<file path="config.mk">
export PLATFORM = sky130hd
export DESIGN_NAME = instr_issue_unit
export DESIGN_NICKNAME = d
export VERILOG_FILES = /design/src/rtl/instr_issue_unit.sv
export SDC_FILE = /design/constraint.sdc
export NUM_CORES = 1
export LEC_CHECK = 0
export CAP_MARGIN = 10
export CORE_ASPECT_RATIO = 0.5
export CORE_MARGIN = 2
export CORE_UTILIZATION = 40
export DETAILED_ROUTE_END_ITERATION = 10
export PLACE_DENSITY = 0.7
export SLEW_MARGIN = 20
export SYNTH_ARGS = -nofsm -noshare
export SYNTH_HDL_FRONTEND = slang
export SYNTH_SLANG_ARGS = --single-unit
</file>
<file path="constraint.sdc">
create_clock -name clk -period 1.8 [get_ports clk]
set_input_delay 0.36 -clock clk [delete_from_list [all_inputs] [get_ports clk]]
set_output_delay 0.36 -clock clk [all_outputs]
set_load 0.005 [all_outputs]
</file>
<file path="src/rtl/instr_issue_unit.sv">
// rtl/instr_issue_unit.sv - fetch/issue front end; IFETCH_PREFETCH_EN adds a 1-entry prefetch buffer
module instr_issue_unit #(
    parameter int              ADDR_W   = 8,
    parameter int              INSTR_W  = 16,
    parameter int              PC_STEP  = 1,
    parameter logic [ADDR_W-1:0] RESET_PC = '0,
    parameter logic [3:0]      NOP_OP   = 4'b1111
) (
    input  logic                 clk,
    input  logic                 rst,
    output logic                 imem_req,
    output logic [ADDR_W-1:0]    imem_addr,
    input  logic                 imem_valid,
    input  logic [INSTR_W-1:0]   imem_rdata,
    input  logic                 stall_i,
    input  logic                 redirect_i,
    input  logic [ADDR_W-1:0]    redirect_pc_i,
    output logic [3:0]           operation_o,
    output logic                 imm_o,
    output logic [INSTR_W-6:0]   payload_o,
    output logic [ADDR_W-1:0]    pc_o,
    output logic                 issue_valid_o
);

    typedef enum logic [1:0] {S_FETCH, S_WAIT, S_ISSUE} state_t;

    localparam logic [ADDR_W-1:0] STEP = ADDR_W'(PC_STEP);

    state_t              state;
    logic [ADDR_W-1:0]   pc;
    logic [ADDR_W-1:0]   pcNext;
    logic                drop;
    logic                pfReq;
    logic                pfBusy;
    logic [INSTR_W-1:0]  issueWord;
    logic                accept;
    logic                respPending;
    logic                stillOutstanding;

`ifdef IFETCH_PREFETCH_EN
    logic                bufValid;
    logic [INSTR_W-1:0]  bufWord;

    assign pfReq     = (state == S_ISSUE) && !bufValid && !pfBusy;
    assign issueWord = bufValid ? bufWord : imem_rdata;
`else
    assign pfReq     = 1'b0;
    assign pfBusy    = 1'b0;
    assign issueWord = imem_rdata;
`endif

    assign pcNext    = pc + STEP;
    assign imem_req  = !rst && ((state == S_FETCH) || pfReq);
    assign imem_addr = (state == S_ISSUE) ? pcNext : pc;
    assign accept    = (state == S_ISSUE) && issue_valid_o && !stall_i;

    // A request leaving this cycle, or one still unanswered, must be dropped on redirect.
    assign respPending      = (state == S_WAIT) || pfBusy;
    assign stillOutstanding = imem_req || (respPending && !imem_valid);

    always_ff @(posedge clk) begin
        if (rst) begin
            state         <= S_FETCH;
            pc            <= RESET_PC;
            drop          <= 1'b0;
            operation_o   <= NOP_OP;
            imm_o         <= 1'b0;
            payload_o     <= '0;
            pc_o          <= '0;
            issue_valid_o <= 1'b0;
`ifdef IFETCH_PREFETCH_EN
            bufValid      <= 1'b0;
            bufWord       <= '0;
            pfBusy        <= 1'b0;
`endif
        end else if (redirect_i) begin
            pc            <= redirect_pc_i;
            state         <= stillOutstanding ? S_WAIT : S_FETCH;
            drop          <= stillOutstanding;
            operation_o   <= NOP_OP;
            imm_o         <= 1'b0;
            issue_valid_o <= 1'b0;
`ifdef IFETCH_PREFETCH_EN
            bufValid      <= 1'b0;
            pfBusy        <= 1'b0;
`endif
        end else begin
            case (state)
                S_FETCH: state <= S_WAIT;
                S_WAIT: begin
                    if (imem_valid) begin
                        if (drop) begin
                            drop  <= 1'b0;
                            state <= S_FETCH;
                        end else begin
                            operation_o   <= issueWord[INSTR_W-1 -: 4];
                            imm_o         <= issueWord[INSTR_W-5];
                            payload_o     <= issueWord[INSTR_W-6:0];
                            pc_o          <= pc;
                            issue_valid_o <= 1'b1;
                            state         <= S_ISSUE;
                        end
                    end
                end
                S_ISSUE: begin
`ifdef IFETCH_PREFETCH_EN
                    if (accept) begin
                        pc     <= pcNext;
                        pfBusy <= 1'b0;
                        if (bufValid || (pfBusy && imem_valid)) begin
                            operation_o <= issueWord[INSTR_W-1 -: 4];
                            imm_o       <= issueWord[INSTR_W-5];
                            payload_o   <= issueWord[INSTR_W-6:0];
                            pc_o        <= pcNext;
                            bufValid    <= 1'b0;
                        end else begin
                            // Prefetch of pcNext is in flight (or leaving now): it becomes the main fetch.
                            operation_o   <= NOP_OP;
                            imm_o         <= 1'b0;
                            issue_valid_o <= 1'b0;
                            state         <= S_WAIT;
                        end
                    end else if (pfBusy && imem_valid) begin
                        bufValid <= 1'b1;
                        bufWord  <= imem_rdata;
                        pfBusy   <= 1'b0;
                    end else if (pfReq) begin
                        pfBusy <= 1'b1;
                    end
`else
                    if (accept) begin
                        pc            <= pcNext;
                        operation_o   <= NOP_OP;
                        imm_o         <= 1'b0;
                        issue_valid_o <= 1'b0;
                        state         <= S_FETCH;
                    end
`endif
                end
                default: state <= S_FETCH;
            endcase
        end
    end

endmodule

</file>
== Yosys cells after proc, flatten, opt, wreduce, memory -nomap -nowiden ==
Index checks and enable logic that the tools add are counted.

* Add/sub/neg operators: 1
* Reductions and logical operators: 20
* Bitwise logic cells: 2
* Multiplexer cells: 24
* Equal/unequal tests: 7

{| class="wikitable"
|+ Operator list
! operator !! count
|-
| $mux 8 || 4
|-
| $mux 4 || 3
|-
| $reduce_bool 2->1 || 5
|-
| $mux 1 || 9
|-
| $add 8x1->8 const B || 1
|-
| $mux 2 || 4
|-
| $pmux 4 s2 || 1
|-
| $reduce_and 4->1 || 2
|-
| $ne 2x2->1 const B || 3
|-
| $ne 3x3->1 const B || 2
|-
| $pmux 2 s3 || 1
|-
| $reduce_and 2->1 || 3
|-
| $logic_and 1x1->1 || 4
|-
| $pmux 1 s2 || 2
|-
| $logic_not 1->1 || 3
|-
| $eq 2x1->1 const B || 1
|-
| $eq 2x2->1 const B || 1
|-
| $logic_not 2->1 || 1
|-
| $not 1->1 || 2
|-
| $reduce_or 2->1 || 1
|-
| $logic_or 1x1->1 || 1
|}

* Logic and storage cells: 62
* Output and inout port bits: 34
* Register bits after elaboration: 36

== Longest topological paths before layout ==
Gate-level depths: netlist of the first run.

* Depth after elaboration: 6
* Depth in mapped cells: 5
* Depth with buffers taken out: 4

== Worst setup path before layout of the first run ==
No wires, ideal clock.

* Path kind: reg-to-reg
* Start point: reg pc[0]
* End point: reg pc[6]
* Data required time: 1.709 ns
* Period minus slack after synthesis: 1.521 ns
* Setup slack: 0.279 ns
* Data arrival time: 1.430 ns
* Stages on the path, launching flop included: 5
* Cells stage by stage: dfxtp_1 -> ha_1 -> nand3_1 -> or4_1 -> a311oi_1

* Longest elaborated chain between the ends: 4

{| class="wikitable"
|+ RTL lines
! what !! RTL line !! source
|-
| from (decl) || 30 || <nowiki>logic [ADDR_W-1:0] pc;</nowiki>
|-
| from (signal assigned) || 77 || <nowiki>pc <= redirect_pc_i;</nowiki>
|-
| from (signal assigned) || 132 || <nowiki>pc <= pcNext;</nowiki>
|-
| $add 8x1->8 || 52 || <nowiki>assign pcNext = pc + STEP;</nowiki>
|-
| $mux 8 || 131 || <nowiki>if (accept) begin</nowiki>
|-
| $mux 8 || 88 || <nowiki>case (state)</nowiki>
|-
| $mux 8 || 76 || <nowiki>end else if (redirect_i) begin</nowiki>
|}

Every way passes these cells. The select of a mux whose other input is x is not followed.
A chain may end at the register's enable or synchronous reset.

== Worst setup path in the final report of the first run ==
* Start point: reg pc[0]
* End point: out imem_addr[6]

* Longest elaborated chain between the ends: 2

{| class="wikitable"
|+ RTL lines
! what !! RTL line !! source
|-
| $add 8x1->8 || 52 ||
|-
| $mux 8 || 54 || <nowiki>assign imem_addr = (state == S_ISSUE) ? pcNext : pc;</nowiki>
|-
| to (decl) || 12 || <nowiki>output logic [ADDR_W-1:0] imem_addr,</nowiki>
|}

Every way passes these cells.

==> results of run 1 <==
==> cells in the mapped netlist (2+ instances only) <==
cell type / instances / area share (%)
o21ai_1: 5 / 1.5
inv_1: 2 / 0.46
nor4bb_1: 2 / 1.2
o31ai_1: 2 / 0.93
a211oi_1: 2 / 0.93
buf_2: 5 / 1.5
xor2_1: 6 / 3.2
nand2_1: 7 / 1.6
xnor2_1: 2 / 1.1
clkbuf_1: 13 / 3.0
nor2_1: 16 / 3.7
nand4bb_1: 2 / 1.4
dfxtp_1: 36 / 45
or4_1: 3 / 1.4
o21ai_0: 21 / 6.5
nor3_1: 9 / 2.8
or3_1: 4 / 1.5
a21oi_1: 21 / 6.5
nand3_1: 22 / 6.8
a311oi_1: 5 / 2.7
==> routing by layer <==
layer | vias up | track usage (%) | share of wire (%)
met4 | 0 | 8.45 | 2.1
li1 | 898 | - | -
met2 | 43 | 39.3 | 49
met5 | - | 0 | 0
met3 | 8 | 5.87 | 4.8
met1 | 842 | 26.6 | 44
==> state kept, by name, indices dropped and copies added, names as in the netlist <==
register / cells
pc: 8
imm_o: 1
payload_o: 11
pc_o: 8
state: 2
drop: 1
operation_o: 4
issue_valid_o: 1
==> final cells by class <==
| cell class | instances | area (sq um) |
|---|---|---|
| fillers | 323 | 1180 |
| repair buffers | 102 | 887 |
| flip-flops and latches | 36 | 731 |
| well taps | 54 | 67.6 |
| clock buffers | 7 | 96.3 |
| inverters | 3 | 11.3 |
| multi-input cells | 141 | 913 |
==> worst max path at each step <==
stage | from | endpoint | cells past startpoint | slack, ns
6_report | pc[0]$_SDFFE_PP0P_ | imem_addr[6] | 6 | 0.005
4_1_cts | pc[0]$_SDFFE_PP0P_ | imem_addr[6] | 6 | -0.06
5_1_grt | pc[0]$_SDFFE_PP0P_ | imem_addr[6] | 6 | -0.09
3_5_place_dp | pc[1]$_SDFFE_PP0P_ | imem_addr[6] | 5 | -0.12
3_3_place_gp | stall_i | pc[6]$_SDFFE_PP0P_ | 5 | -0.06
2_1_floorplan | pc[0]$_SDFFE_PP0P_ | pc[6]$_SDFFE_PP0P_ | 4 | 0.28
==> cells in the final DEF, fill, tap and decap left out, drive strengths merged, types with 2 or more instances in the layout <==
cell,n
nor4bb,2
nor2,16
dfxtp,36
xnor2,2
a21oi,21
a211oi,2
o31ai,2
or3,4
buf,45
dlygate4sd2,2
a311oi,5
nand3,23
o21ai,26
nand2,7
clkbuf,9
inv,3
or4,3
nand4bb,2
clkdlybuf4s50,53
xor2,6
nor3,9
==> critical path, delay by kind of cell, from the launching register on <==
kind                       cells  cell delay (ns)
DFF                            1             0.34
and+or+nand+nor                2             0.28
buffers and inverters          2             0.23
xor gates and xnor gates       1             0.15
adders and majority gates      1             0.14
==> repair_timing <==
item                                   in CTS  in global routing
pin swaps                                   4                  5
setup buffers                               4                  2
setup endpoints to repair                   9                  5
resized for setup                          42                 12
endpoints found under the hold margin       0                  0
==> kinds of logic after synthesis <==
| family | synth area share, % |
|---|---|
| AOI/OAI and AO/OA | 22.0 |
| xor gates and xnor gates | 4.33 |
| adders and majority gates | 0.773 |
| buffers and inverters | 5.25 |
| DFF | 44.5 |
| muxes | 0.695 |
| and+or+nand+nor | 22.4 |
==> power by group through the flow <==
| stage | Sequential [mW] | Clock [mW] | Combinational [mW] |
|---|---|---|---|
| after detailed placement | 0.869 | 0 | 0.305 |
| final | 0.858 | 0.618 | 0.311 |
| after global placement | 0.868 | 0 | 0.301 |
| after global routing | 0.861 | 0.663 | 0.336 |
| after CTS | 0.856 | 0.626 | 0.309 |
| after floorplan | 0.871 | 0 | 0.109 |
==> impl_results.md, run 1 <==
* Synth Net Count at 228
* RSZ-0062 raised after global routing: yes
* Worst-Skew Late Latency at 0.29 ns
* GRT Residual Overflow at 0
* Slowest-stage cell, CP: dfxtp_2
* Combinational power share at 17.4%
* Pint at 1.35 mW
* Slew HR at 78.0%
* Skew final at 0.00875 ns
* Critical Path AT at 1.43 ns
* Crit-path max FO at 3
* Synth-to-Final Area Change at 67.2%
* Fmax achieved at 0.557 GHz
* Clock share of power at 34.6%
* Largest net degree at the start of global routing at 28
* HPWL after DPL at 3.32 mm
* Core outline area at 0.00388 sq mm
* Placed Instances at 330
* Worst VDD drop at 0.414 mV
* Final Max Slew Viols at 0
* Die area at 0.00460 sq mm
* WHS at 0.472 ns
* Root buffer cell: clkbuf_8
* R2r startpoint: pc[0]$_SDFFE_PP0P_
* Routability cong. at 0.861
* Least-Margin Pin Slew at 0.322 ns
* Nets@finish at 319
* Worst setup margin at 0.00513 ns
* Mapped Area at 0.00162 sq mm
* Antenna cells at 0
* Power density over cell area at 660 mW/mm^2
* Final Setup Violations at 0
* DP Area at 0.00250 sq mm
* Crit path cell chain: buf_6, ha_4, nand3_4, nor3_2, xor2_1, buf_2
* Number of global-route vias before repair at 1764
* R2R Setup Slk at 0.17 ns
* Post-synth EDFFs at 0
* Net Sw Power at 439 uW
* Pre-Repair DR Iteration Count at 4
* Worst slack at placement at -0.122 ns
* Detailed-route wire length per cell at 14.3 microns
* Via/cell ratio at 5.22
* IO Count at 63
* Post-route ant nets at 0
* Initial DRC Count at 60
* Routed via count at 1791
* Initial core utilization at 41.7%
* Switching share of power at 24.6%
* TritonCTS clock tree: yes
* Syn Inst Count at 198
* Layout cells sized above 1 at 25.6%
* Hold_buf cts at 0
* Layout Cells excl Fill at 343
* H-Tree Level Count at 2
* Initial antenna violation count at 0
* Hold Path Depth at 2
* CTS Buffer Depth at 2
* Worst Setup Start Kind: flip-flop
* Power consumption at 1.79 mW
* Design area at 0.00271 sq mm
* Setup TNS at 0 ns
* Die W at 94.0 microns
* Status: completed
* Placement Rows at 16
* Port Buffers at 62
* Die height at 49.0 microns
* Post-layout util at 69.7%
* Avg Synthesized Cell Area at 8.18 sq um
* P_leak at 1.03 nW
* First-pass GRT wire length at 8.15 mm
* Asr flop ratio synth at 0%
* CTS clk-pin slew, worst paths at 0.07 ns
* Ys flop type: dfxtp_1
* Routed wire length at 4.91 mm
* Critical path class: reg2out
* Fin crit period at 1.79 ns
* Hold Path Sink: imm_o$_SDFFE_PP0P_
* Max-cap violations at 0
* Sequential element share of the synthesized area at 44.5%
* Tcrit/Tclk final at 99.7%
* Hold WC Path Type: reg2reg
* TritonCTS buffer count at 5
* Reg power frac at 48.0%
* Yosys warnings at 0
* Clk sink count at 36
* Yosys cell types at 33
* DRC at 0
* Final hold vios at 0
* R2R cell count at 6
* Worst setup EP type: output pin
* Slowest stage delay, CP at 0.34 ns
* Total track usage at 22.5%
* Crit Reg-Reg Endpoint: pc[6]$_SDFFE_PP0P_
* Synthesis-stage register bit count at 36
* Hold_sp: imm_o$_SDFFE_PP0P_
* CP required at 1.44 ns
Power figures use the tool's default switching activity.
==> run 2: changes to the inputs <==
==> constraint.sdc (replaced) <==
create_clock -name clk -period 2.1 [get_ports clk]
set_input_delay 0.42 -clock clk [delete_from_list [all_inputs] [get_ports clk]]
set_output_delay 0.42 -clock clk [all_outputs]
set_load 0.005 [all_outputs]
==> run 2 against run 1 <==
Compared with the run above: non-clock buffer count fell by 18; worst hold slack is essentially flat; total power decreased by 20%; final cell count fell by 5.2%; core utilization fell by 3.3 points; cell area down 4.7%; clock power down 27%; critical path depth down 2; sequential cell count did not move; worst setup slack better by 0.048 ns.
==> impl_results.md, run 2 (synthesis results as in run 1) <==
* Largest net degree at the start of global routing at 23 (-18%)
* CP delay by family, top: buffers and inverters
* Final Setup Violations at 0 (unchanged)
* CTS Buffer Depth at 2 (unchanged)
* TritonCTS buffer count at 5 (unchanged)
* CTS clk-pin slew, worst paths at 0.06 ns (about the same)
* Pre-Repair DR Iteration Count at 4 (unchanged)
* Most frequent cells in the layout: 56 x clkdlybuf4s50_1, 29 x dfxtp_1
* Routed via count at 1742 (-2.7%)
* First-pass GRT wire length at 7.35 mm (-9.8%)
* Antenna cells at 0 (unchanged)
* IO Count at 63 (unchanged)
* Critical path class: reg2out
* Die area at 0.00460 sq mm (unchanged)
* GRT Residual Overflow at 0 (unchanged)
* Initial DRC Count at 39 (-35%)
* Core outline area at 0.00388 sq mm (unchanged)
* Tcrit/Tclk final at 97.5%
* Worst path buffer plus inverter count at 2 (unchanged)
* Hold_sp: imm_o$_SDFFE_PP0P_
* Largest reg by FF count: payload_o
* Post-route ant nets at 0 (unchanged)
* Placement Rows at 16 (unchanged)
* Skew final at 0.00569 ns (-0.00306 ns)
* Largest register FFs at 11 (unchanged)
* Slowest-stage cell, CP: clkdlybuf4s50_1
* Synth-to-Final Area Change at 59.4%
* DP Area at 0.00238 sq mm (-4.9%)
* Final Max Slew Viols at 0 (unchanged)
* Worst VDD drop at 0.324 mV (-22%)
* CP required at 1.68 ns (+0.24 ns)
* Worst Setup Start Kind: flip-flop
* Hold_buf cts at 0 (unchanged)
* Design area at 0.00258 sq mm (-4.7%)
* Fin crit period at 2.05 ns
* Power density over cell area at 552 mW/mm^2 (-16%)
* Initial antenna violation count at 0 (unchanged)
* Slowest stage delay, CP at 0.52 ns (+0.18 ns)
* Status: completed
* Worst setup EP type: output pin
* Port Buffers at 62 (unchanged)
* Routed wire length at 4.47 mm (-8.8%)
* Die height at 49.0 microns (unchanged)
* Number of global-route vias before repair at 1632 (-7.5%)
* Clk sink count at 36 (unchanged)
* Max-cap violations at 0 (unchanged)
* Layout cells sized above 1 at 17.3% (-8.3 points)
* Most common cell after layout, fill and taps aside: clkdlybuf4s50_1
* Least-Margin Pin Slew at 0.507 ns (+0.184 ns)
* Hold WC Path Type: reg2reg
* Total track usage at 20.2% (-2.3 points)
* Worst-Skew Late Latency at 0.28 ns (about the same)
* Power consumption at 1.42 mW (-20%)
* Via/cell ratio at 5.36 (+2.7%)
* Critical Path AT at 1.63 ns (+0.20 ns)
* Nets@finish at 301 (-5.6%)
* WHS at 0.473 ns (+0.000153 ns)
* Die W at 94.0 microns (unchanged)
* Fill cells at 329 (+1.9%)
* Initial core utilization at 41.7% (unchanged)
* Routability cong. at 0.801 (-7.0%)
* Crit-path max FO at 7 (+4)
* Detailed-route wire length per cell at 13.8 microns (-3.8%)
* Final hold vios at 0 (unchanged)
* Crit path cell chain: nand2b_4, buf_4, xnor2_1, clkdlybuf4s50_1
* TritonCTS clock tree: yes
* Crit path launch: state[0]$_SDFFE_PP0P_
* Slew HR at 66.1% (-12 points)
* DRC at 0 (unchanged)
* Fmax achieved at 0.488 GHz
* H-Tree Level Count at 2 (unchanged)
* Biggest regs: payload_o: 11 flops, pc: 8 flops, pc_o: 8 flops
* R2r startpoint: pc[1]$_SDFFE_PP0P_
* P_leak at 0.964 nW (-6.6%)
* HPWL after DPL at 3.07 mm (-7.4%)
* Root buffer cell: clkbuf_8
==> run 2: worst register-to-register path: cells and delay by family (launching register included) <==
kind	cells	cell delay [ns]
AOI/OAI and AO/OA	1	0.25
buffers and inverters	1	0.16
DFF	1	0.38
adders and majority gates	1	0.19
and+or+nand+nor	2	0.57
==> run 2: repair_timing <==
action                     4_1_cts  5_1_grt
setup endpoints to repair        8        5
setup buffers                    1        5
gates cloned                     0        0
resized for setup               21        9
pin swaps                        0        4
==> run 2: final timing paths <==
kind | end | slack, ns | depth (start not counted)
max reg2reg | pc[6]$_SDFFE_PP0P_ | 0.46 | 5
min | imm_o$_SDFFE_PP0P_ | 0.47 | 2
max | imem_addr[0] | 0.05 | 4
min reg2reg | imm_o$_SDFFE_PP0P_ | 0.47 | 2
==> run 2: cell type report <==
type	count	area [sq um]	share of cell area (%)
flip-flops and latches	36	744	28.9
clock buffers	6	72.6	2.81
well taps	54	67.6	2.62
multi-input cells	141	877	34.0
inverters	3	11.3	0.436
repair buffers	84	802	31.1
clock inverters	1	5.00	0.194
==> run 2: where the power goes <==
group / internal (mW) / switching, mW
logic: 0.138 / 0.102
registers: 0.707 / 0.0246
clock network: 0.225 / 0.227
==> run 2: through the flow <==
stage	cells	utilization (%)	TNS, ns	worst slack, ns
after floorplan	198	-	0	0.545
after global placement	312	61.3	0	0.124
after detailed placement	312	61.3	0	0.0471
after CTS	320	64.8	-0.0690	-0.0690
after global routing	325	66.4	-0.00358	-0.00358
final	325	66.4	0	0.0527
==> run 2: metal layers <==
metal | global-route usage, % | share of wire, %
met1 | 26.2 | 48
met2 | 33.7 | 48
met3 | 4.79 | 3.9
met4 | 5.80 | 0.85
met5 | 0 | 0
==> RTL change 1, RTL diff (flow settings as in run 2) <==
Set the parameter `INSTR_W` to 18 (it was 16).
--- a/src/rtl/instr_issue_unit.sv
+++ b/src/rtl/instr_issue_unit.sv
@@ -1,7 +1,7 @@
 // rtl/instr_issue_unit.sv - fetch/issue front end; IFETCH_PREFETCH_EN adds a 1-entry prefetch buffer
 module instr_issue_unit #(
     parameter int              ADDR_W   = 8,
-    parameter int              INSTR_W  = 16,
+    parameter int              INSTR_W  = 18,
     parameter int              PC_STEP  = 1,
     parameter logic [ADDR_W-1:0] RESET_PC = '0,
     parameter logic [3:0]      NOP_OP   = 4'b1111
Ports: changed (resized imem_rdata and payload_o); port bits go from 63 to 67. No check against the original RTL was run, so the function may have changed too.
==> RTL change 1 against run 2 <==
Sequential cell count rose by 2. First-iteration DRC count rose by 92%. Cell area rose by 4.7%. Wire length rose by 6.4%. Final cell count rose by 3.7%. Power rose by 9.0%. Setup slack improved by 18 ps. Synthesized area rose by 7.9%. Highest routed layer unchanged.
==> RTL change 1: results (changes against run 2) <==
----------------------------------------------------
[Critical path]
  Worst setup slack for register-to-register paths ... 400 ps (was 460 ps)
  Register-to-Register Path Depth ... 4 (was 5)
  Arrival time at the worst endpoint ... 1610 ps (was 1630 ps)
  Reg-to-Reg End ... pc[5] (was pc[6])
  Setup crit end ... imem_addr[1] (was imem_addr[0])

[Routing]
  DR WL/cell ... 14.12 µm (was 13.77 µm)
  Ratio of routed vias to standard cells ... 5.344 (was 5.360)
  Met1 wire length ... 2225 µm (was 2133 µm)
  Violation count after the first detailed-routing iteration ... 75 (was 39)

[Power]
  Combinational share of power ... 16.6% (was 16.9%)

[GRT]
  Largest net degree at the start of global routing ... 31 (was 23)
  Wire length of the first global-routing pass ... 8004 µm (was 7348 µm)

[STA]
  Final critical path time including I/O delays and setup ... 2029 ps (was 2047 ps)
  Final-layout worst hold slack ... 475.8 ps (was 472.5 ps)
  Worst-margin pin slew ... 411.1 ps (was 506.6 ps)

[Finish]
  Fraction of final layout cells sized beyond drive strength 1 ... 17.31% (was 17.34%)
  Sequential standard cell area ... 783.3 µm² (was 744.5 µm²)
  Inverters excl. clock ... 1 (was 3)
  Number of multi-input combinational cells ... 150 (was 141)
  Registers with the most flip-flops ... payload_o (13), pc (8), pc_o (8) (was payload_o (11), pc (8), pc_o (8))

[Clock network]
  Number of cells upsized or downsized after cts ... 24 (was 21)
  # Post-CTS Setup Buffers ... 2 (was 1)

[Logic synthesis]
  Synth top area cells ... dfxtp_1 (44%), o21ai_0 (8.0%), nand3_1 (7.4%) (was dfxtp_1 (45%), nand3_1 (6.8%), a21oi_1 (6.5%))
  Most frequent cells after synthesis ... dfxtp_1 (38), o21ai_0 (28), nand3_1 (26) (was dfxtp_1 (36), nand3_1 (22), a21oi_1 (21), o21ai_0 (21), nor2_1 (16))
  Mean instance size in the synthesized netlist ... 8.278 µm² (was 8.177 µm²)

[Place]
  Final GP Congestion ... 0.8572 (was 0.8005)
  Total of buffers placed on input and output ports ... 66 (was 62)
  Cell count after placement ... 327 (was 312)

[Worst hold path]
  Hold worst-path end ... payload_o[10] (was imm_o)
  Start point of the worst min-delay path ... payload_o[10] (was imm_o)

[Run status]
  Result of the run ... complete, no violations (unchanged)

----------------------------------------------------
[RTL change 1: changes by cell type after synthesis, moves of 3 or more]
cell            run 2  this run
nand3_1            22        26
o21ai_1             5         0
o21ai_0            21        28
buf_4               0         3
[RTL change 1: metal layers]
| layer | vias up | global-route usage, % |
|---|---|---|
| met1 | 842 | 26.00 |
| li1 | 907 | - |
| met5 | - | 0 |
| met2 | 48 | 34.60 |
| met4 | 0 | 6.250 |
| met3 | 4 | 5.014 |
[RTL change 1: cells by family (layout without fill, tap and decap cells)]
| logic type | Yosys count | in the layout | synth area share (%) |
|---|---|---|---|
| simple gates | 75 | 75 | 23.57 |
| xor+xnor | 8 | 8 | 4.012 |
| compound gates | 65 | 65 | 21.42 |
| buf+inv | 23 | 95 | 6.088 |
| flops | 38 | 38 | 43.55 |
| fa+ha+maj | 1 | 1 | 0.7162 |
| mux | 1 | 1 | 0.6447 |
==> RTL change 2, RTL diff (settings of run 2) <==
Without the edit above. Re-encode `state_t` (3 states) as one-hot, 3 bits wide.
--- a/src/rtl/instr_issue_unit.sv
+++ b/src/rtl/instr_issue_unit.sv
@@ -22,7 +22,7 @@
     output logic                 issue_valid_o
 );
 
-    typedef enum logic [1:0] {S_FETCH, S_WAIT, S_ISSUE} state_t;
+    typedef enum logic [2:0] {S_FETCH = 3'b001, S_WAIT = 3'b010, S_ISSUE = 3'b100} state_t;
 
     localparam logic [ADDR_W-1:0] STEP = ADDR_W'(PC_STEP);
 
Function: same outputs for any inputs over 10 cycles, from zero or initial values and one cycle with rst high; not proved beyond that.
==> RTL change 2 against run 2 <==
Synthesized cell count up 4.5%. Sequential share of layout area down 0.78 points. Wire length up 8.7%. Core utilization down 0.087 points. Setup slack worse by 40 ps. Final cell count up 5.5%. Cell area up 3.0%. Sequential power up 2%. Sequential cell count up 1. Count of clock-buffer cells in the layout down 1. Power up 3.2%. Synthesized area up 6.2%. First-iteration DRC count down 2.6%. Largest cell class unchanged.
==> RTL change 2: results (changes against run 2) <==
----------------------------------------------------
[Logic synthesis]
  Synth top area cells ... dfxtp_1 (43%), nand2_1 (7.6%), a21oi_1 (7.0%) (was dfxtp_1 (45%), nand3_1 (6.8%), a21oi_1 (6.5%))
  Net count of the mapped netlist ... 237 (was 228)
  Distinct cell type count after synthesis ... 38 (was 33)
  Mean instance size in the synthesized netlist ... 8.305 µm² (was 8.177 µm²)
  Proportion of synthesized area in mux cells ... 0.5822% (was 0.6955%)
  Post-synthesis instance total ... 207 (was 198)

[STA]
  Worst max-slew margin expressed relative to the limit ... 70.94% (was 66.10%)
  Final-layout worst hold slack ... 472.6 ps (was 472.5 ps)
  Final WS setup ... 13.19 ps (was 52.71 ps)

[Finish]
  Inverters excl. clock ... 2 (was 3)
  Fraction of final layout cells sized beyond drive strength 1 ... 23.18% (was 17.34%)
  Clock tree cell share of total cell area ... 3.439% (was 3.007%)
  Non-filler cells, final ... 343 (was 325)
  Non-Clock Buffer Count ... 90 (was 84)
  Fin util ... 66.34% (was 66.43%)
  Count of clock-net buffers in the final layout ... 5 (was 6)
  Proportion of cell area occupied by multi-input gates ... 35.19% (was 34.00%)
  # nets final ... 318 (was 301)
  Share of final layout cell area taken by non-clock buffers ... 30.48% (was 31.09%)
  Number of multi-input combinational cells ... 152 (was 141)
  Number of filler instances in the final layout ... 351 (was 329)

[Critical path]
  Register-to-Register Path Depth ... 6 (was 5)
  Max stage delay cell, worst path ... or3b_4 (was clkdlybuf4s50_1)
  Worst setup slack for register-to-register paths ... 310 ps (was 460 ps)
  Cell type group with the largest total delay on the critical path ... simple AND/OR/NAND/NOR gates (was buffers and inverters)
  Launch point of the worst path ... state[1] (was state[0])

[Power]
  Leak Pwr ... 0.9752 nW (was 0.9644 nW)

[GRT]
  Wire length of the first global-routing pass ... 7831 µm (was 7348 µm)
  Overall fraction of global-route tracks in use ... 20.07% (was 20.18%)
  Largest net degree at the start of global routing ... 33 (was 23)

[Place]
  Worst slack after detailed placement ... -216.2 ps (was 47.05 ps)
  Final GP Congestion ... 0.7813 (was 0.8005)

[Run status]
  Result of the run ... complete, no violations (unchanged)

[Clock network]
  Clock-pin slew on the worst setup and hold paths ... 80 ps (was 60 ps)

----------------------------------------------------
==> RTL change 2: cell types whose count changed in the layout (fill, tap and decap cells not counted), sizes merged, moves of 4 or more <==
cell,change
a311oi,-4
buf,+11
nand2,+28
nand3,-18
nor3,-4
o21ai,-4
o22ai,+5
or2,+4
xnor2,+7
==> RTL change 2: routing by layer <==
metal	GRT usage, %	up-vias	routed length (µm)
met5	0	-	0
met4	3.052	0	0
met3	5.850	0	297
met2	31.94	47	2220
met1	27.84	815	2345
li1	-	879	-
==> RTL change 2: cells by family after synthesis <==
| logic type | count (synthesis) |
|---|---|
| muxes | 1 |
| adders and majority gates | 1 |
| and+or+nand+nor | 77 |
| AOI/OAI and AO/OA | 60 |
| DFF | 37 |
| buffers and inverters | 18 |
| xor gates and xnor gates | 13 |
==> RTL change 2: what timing repair did <==
action / 4_1_cts / 5_1_grt
resized for setup: 31 / 16
buffers inserted: 2 / 1
hold buffers: 0 / 0
pin swaps: 5 / 7
setup endpoints to repair: 9 / 7
